## config.mk

```make
export PLATFORM = sky130hd
export DESIGN_NAME = lc3_mem_access
export DESIGN_NICKNAME = d
export VERILOG_FILES = /design/src/rtl/lc3_mem_pkg.sv /design/src/rtl/lc3_mem_access.sv
export SDC_FILE = /design/constraint.sdc
export NUM_CORES = 1
export LEC_CHECK = 0
export CORE_MARGIN = 2
export CORE_UTILIZATION = 45
export CTS_BUF_LIST = sky130_fd_sc_hd__clkbuf_4
export DETAILED_ROUTE_END_ITERATION = 10
export PLACE_DENSITY = 0.88
export SLEW_MARGIN = 20
export SYNTH_ARGS = -nofsm -noshare
export SYNTH_HDL_FRONTEND = slang
export SYNTH_SLANG_ARGS = --single-unit
```

## constraint.sdc

```tcl
create_clock -name clock -period 2.5 [get_ports clock]
set_input_delay 0.5 -clock clock [delete_from_list [all_inputs] [get_ports clock]]
set_output_delay 0.5 -clock clock [all_outputs]
set_load 0.01 [all_outputs]
```

## src/rtl/lc3_mem_pkg.sv

```systemverilog
// Shared types for the LC3 data-memory access controller.
// Covers request encodings, FSM states and the word width.
package lc3_mem_pkg;

   localparam int LC3_WORD_W = 16;

   typedef enum logic [1:0] {
      REQ_LD  = 2'b00,
      REQ_ST  = 2'b01,
      REQ_LDI = 2'b10,
      REQ_STI = 2'b11
   } req_type_e;

   typedef enum logic [1:0] {
      S_IDLE   = 2'b00,
      S_PTR    = 2'b01,
      S_ACCESS = 2'b10,
      S_DONE   = 2'b11
   } state_e;

   // Bit 0 of the encoding selects store, bit 1 selects the indirect form.
   function automatic logic is_store(input req_type_e t);
      return t[0];
   endfunction

   function automatic logic is_indirect(input req_type_e t);
      return t[1];
   endfunction

endpackage

```

## src/rtl/lc3_mem_access.sv

```systemverilog
// Initiator side of the LC3 word-addressed data memory port.
// Sequences LD/ST and the two-access LDI/STI forms, one request at a time.
module lc3_mem_access
   import lc3_mem_pkg::*;
#(
   parameter int DATA_W = LC3_WORD_W
) (
   input  logic              clock,
   input  logic              reset,
   input  logic              req_valid,
   output logic              req_ready,
   input  logic [1:0]        req_type,
   input  logic [DATA_W-1:0] req_addr,
   input  logic [DATA_W-1:0] req_wdata,
   output logic              rsp_valid,
   output logic [DATA_W-1:0] rsp_data,
   output logic [DATA_W-1:0] mem_addr,
   output logic [DATA_W-1:0] mem_din,
   output logic              mem_rd,
   input  logic [DATA_W-1:0] mem_dout,
   input  logic              mem_complete
);

   state_e            r_state;
   state_e            w_next;
   req_type_e         r_type;
   logic [DATA_W-1:0] r_addr;
   logic [DATA_W-1:0] r_wdata;
   logic [DATA_W-1:0] r_rsp_data;
   logic              w_ready;
   logic              w_rsp_valid;
   logic              w_mem_rd;

   always_comb begin
      w_next      = r_state;
      w_ready     = 1'b0;
      w_rsp_valid = 1'b0;
      w_mem_rd    = 1'b1;
      case (r_state)
         S_IDLE: begin
            w_ready = 1'b1;
            if (req_valid) begin
               w_next = is_indirect(req_type_e'(req_type)) ? S_PTR : S_ACCESS;
            end
         end
         S_PTR: begin
            if (mem_complete) w_next = S_ACCESS;
         end
         S_ACCESS: begin
            // The memory writes whenever rd is low, so only a store access drops it.
            w_mem_rd = ~is_store(r_type);
            if (mem_complete) w_next = S_DONE;
         end
         S_DONE: begin
            w_rsp_valid = 1'b1;
            w_next      = S_IDLE;
         end
         default: w_next = S_IDLE;
      endcase
   end

   always_ff @(posedge clock) begin
      if (reset) begin
         r_state    <= S_IDLE;
         r_type     <= REQ_LD;
         r_addr     <= '0;
         r_wdata    <= '0;
         r_rsp_data <= '0;
      end else begin
         r_state <= w_next;
         case (r_state)
            S_IDLE: begin
               if (req_valid) begin
                  r_type  <= req_type_e'(req_type);
                  r_addr  <= req_addr;
                  r_wdata <= req_wdata;
               end
            end
            S_PTR: begin
               // Pointer word replaces the address for the real access.
               if (mem_complete) r_addr <= mem_dout;
            end
            S_ACCESS: begin
               if (mem_complete && !is_store(r_type)) r_rsp_data <= mem_dout;
            end
            default: ;
         endcase
      end
   end

   // r_addr only changes on accept or pointer capture, so it also holds the
   // last driven address through IDLE and DONE.
   assign req_ready = w_ready;
   assign rsp_valid = w_rsp_valid;
   assign rsp_data  = r_rsp_data;
   assign mem_addr  = r_addr;
   assign mem_din   = r_wdata;
   assign mem_rd    = w_mem_rd;

endmodule

```

==> out/metrics.yaml <==
global_routing:
  grtUsageMet3_pct: 8.01
  gr-max-usage-layer: "met2"
  globalRouteMet2Util_pct: 36.4
  antenna_found_initial: 0
  use_met1_pct: 28.6
  overflow: 0
  grt_usage_pct: 22.9
  grt_pass1_wl_um: 9390
  grt_max_degree: 37
  grt_pass1_vias: 2089
layout:
  nets: 397
  fin_util_pct: 69.7
  mostFrequentLayoutCell: "clkdlybuf4s50_1"
  syn_to_final_growth_pct: 51.3
  drive_above_1_share_pct: 7.67
  antennaDiodeCount: 0
  layout_common_cells: "clkdlybuf4s50_1 (103), nand2_1 (68), dfxtp_1 (51)"
floorplan:
  io_pins: 105
  dieArea_mm2: 0.00534
  start_util_pct: 46.1
  die_y_um: 73.1
  core-area_mm2: 0.00466
  die_w_um: 73.1
  rows: 25
yosys:
  synthCells: 242
  avgSynthCellArea_um2: 8.87
  yosys.area.top_type_share_pct: 47.6
  synthTopCellsByArea: "dfxtp_1 (48%), nand2_1 (12%), a21oi_1 (11%)"
  synth.largest_area_cell: "dfxtp_1"
  synth_fp_nets: 301
  synth_seq_area_share_pct: 47.6
  yosysWarnings: 0
  synth_area_mm2: 0.00215
  synth.distinct_cells: 23
  synth_seq_cells: 51
worst_setup_path:
  r2r_start: "r_state[1]"
  critPathCaptureType: "primary output"
  cp.buffers_inverters: 2
  crit_path_end: "mem_rd"
  path_class: "register to primary output"
  ff2ff_path_depth: 6
  cp_cell_sequence: "inv_1 -> ha_1 -> nand2_1 -> clkdlybuf4s50_1"
  cpLargestDelayFamily: "buffers and inverters"
  startpoint_type: "register"
  crit_path_start: "r_state[0]"
  crit_cells: 4
  r2r_slack_ns: 0.67
  arrival_ns: 1.77
  reg2reg_to: "mem_addr[15]"
  critPathSlowestCell: "clkdlybuf4s50_1"
  worstPathMaxFanout: 5
  worstPathRequired_ns: 2.00
  crit_path_max_incr_delay_ns: 0.54
detailed_routing:
  wl_um: 6000
  wl_per_cell_um: 15.3
  num_vias: 2046
  antenna_left: 0
  drc_errors: 0
  drt_iter0_markers: 125
  first_pass_iters: 4
  avgViaCountPerCell: 5.21
placement:
  io_buffer_count: 104
  hpwl_um: 4340
  gp_congestion: 0.754
sta:
  drv_slew: 0
  timing.fmax_ghz: 0.441
  finalHoldViolCount: 0
  fin_crit_sh_pct: 90.7
  maxSlewHeadroom_pct: 55.8
  fin_crit_ns: 2.27
  fin_skew_ns: 0.0258
  rsz0062_at_grt: "false"
  fin_setup_tns_ns: 0
  tightest_slew_ns: 0.661
  setup_violations: 0
power:
  p_int_mw: 1.68
  power.switching_mw: 0.964
  comb_power_share_pct: 44.5
  p_clk_share_pct: 15.4
  powerDensity_mw_per_mm2: 815
  p_sw_share_pct: 36.4
  p_leak_nw: 1.15
  p_seq_share_pct: 40.1
  peakVddDrop_v: 0.000510
clocking:
  ctsResizeCount: 0
  root_buffer: "clkbuf_4"
  clkTransAtPathRegs_ns: 0.15
  cts_buffer_depth: 2
  cts_htree_levels: 2
  cts.sinks: 51
  cts_tree: "built"
  worstSkewPairLatency_ns: 0.39
  post_cts_buffers: 0
  numCtsBuffers: 5
  cts_hold_buf: 0
job:
  cap_violations: 0
status:
  status: "completed"
hold_path:
  hold_path.class: "register to register"
==> cell type report <==
cell class,instances,area (um^2)
clock buffers,5,37.5
clock inverters,3,27.5
multi-input cells,170,1020
repair buffers,108,1070
fillers,358,1410
inverters,2,7.51
flip-flops and latches,51,1020
well taps,54,67.6
==> metrics by stage <==
stage          setup slack (ns)  instances  instance area (um^2)  hold WS [ns]  power, mW
6_report                  0.233        393                  3250         0.464       2.65
5_1_grt                   0.133        393                  3250         0.478       2.80
3_3_place_gp              0.611        385                  3180         0.441       2.22
3_5_place_dp              0.558        385                  3180         0.447       2.25
2_1_floorplan             0.792        242                  2150         0.453       1.77
4_1_cts                   0.209        393                  3250         0.465       2.66
==> routing by layer <==
metal / vias to the layer above / share of wire, %
li1: 1016 / -
met1: 953 / 42
met2: 68 / 49
met3: 9 / 7.1
met4: 0 / 2.1
met5: - / 0
==> Yosys cell counts, drive strengths merged <==
| master | n |
|---|---|
| nor2b | 1 |
| nand3b | 1 |
| a21oi | 49 |
| or4 | 1 |
| dfxtp | 51 |
| ha | 5 |
| nand2 | 68 |
| nand2b | 3 |
| mux2i | 17 |
| nor2 | 1 |
| o21ba | 1 |
| a2111o | 1 |
| buf | 5 |
| mux2 | 1 |
| and3b | 1 |
| o31ai | 2 |
| and2 | 2 |
| inv | 2 |
| clkbuf | 14 |
| a211oi | 16 |
==> cell families (layout without fill, tap and decap cells) <==
group / after synthesis / in the layout / synth area share, %
DFF: 51 / 51 / 47.6
muxes: 18 / 18 / 8.62
and+or+nand+nor: 78 / 78 / 15.0
adders and majority gates: 5 / 5 / 2.91
buffers and inverters: 21 / 118 / 4.84
AOI/OAI and AO/OA: 69 / 69 / 21.0
==> sequential cells by signal (all words and copies together), names as in the netlist <==
register,flops
mem_addr,16
mem_din,16
rsp_data,16
r_state,2
r_type,1
==> worst min path at each step <==
| stage | start | to | slack, ns | cells past startpoint |
|---|---|---|---|---|
| 3_5_place_dp | mem_din[13] | mem_din[13] | 0.45 | 2 |
| 3_3_place_gp | mem_din[15] | mem_din[15] | 0.44 | 2 |
| 2_1_floorplan | r_type[0] | r_type[0] | 0.45 | 2 |
| 6_report | rsp_data[4] | rsp_data[4] | 0.46 | 2 |
| 4_1_cts | rsp_data[4] | rsp_data[4] | 0.46 | 2 |
| 5_1_grt | rsp_data[4] | rsp_data[4] | 0.48 | 2 |
==> power by group through the flow <==
stage	combinational, mW	clock (mW)	sequential, mW
6_report	1.18	0.408	1.06
5_1_grt	1.28	0.442	1.08
4_1_cts	1.18	0.415	1.06
3_5_place_dp	1.17	0	1.08
3_3_place_gp	1.14	0	1.08
2_1_floorplan	0.630	0	1.14
==> tightest hold or removal path, stage by stage (launching register included) <==
cell	delay (ns)
dfxtp_1	0.34
nand2_1	0.05
a21oi_1	0.05
Note: power is estimated with default switching activity, not from simulation.
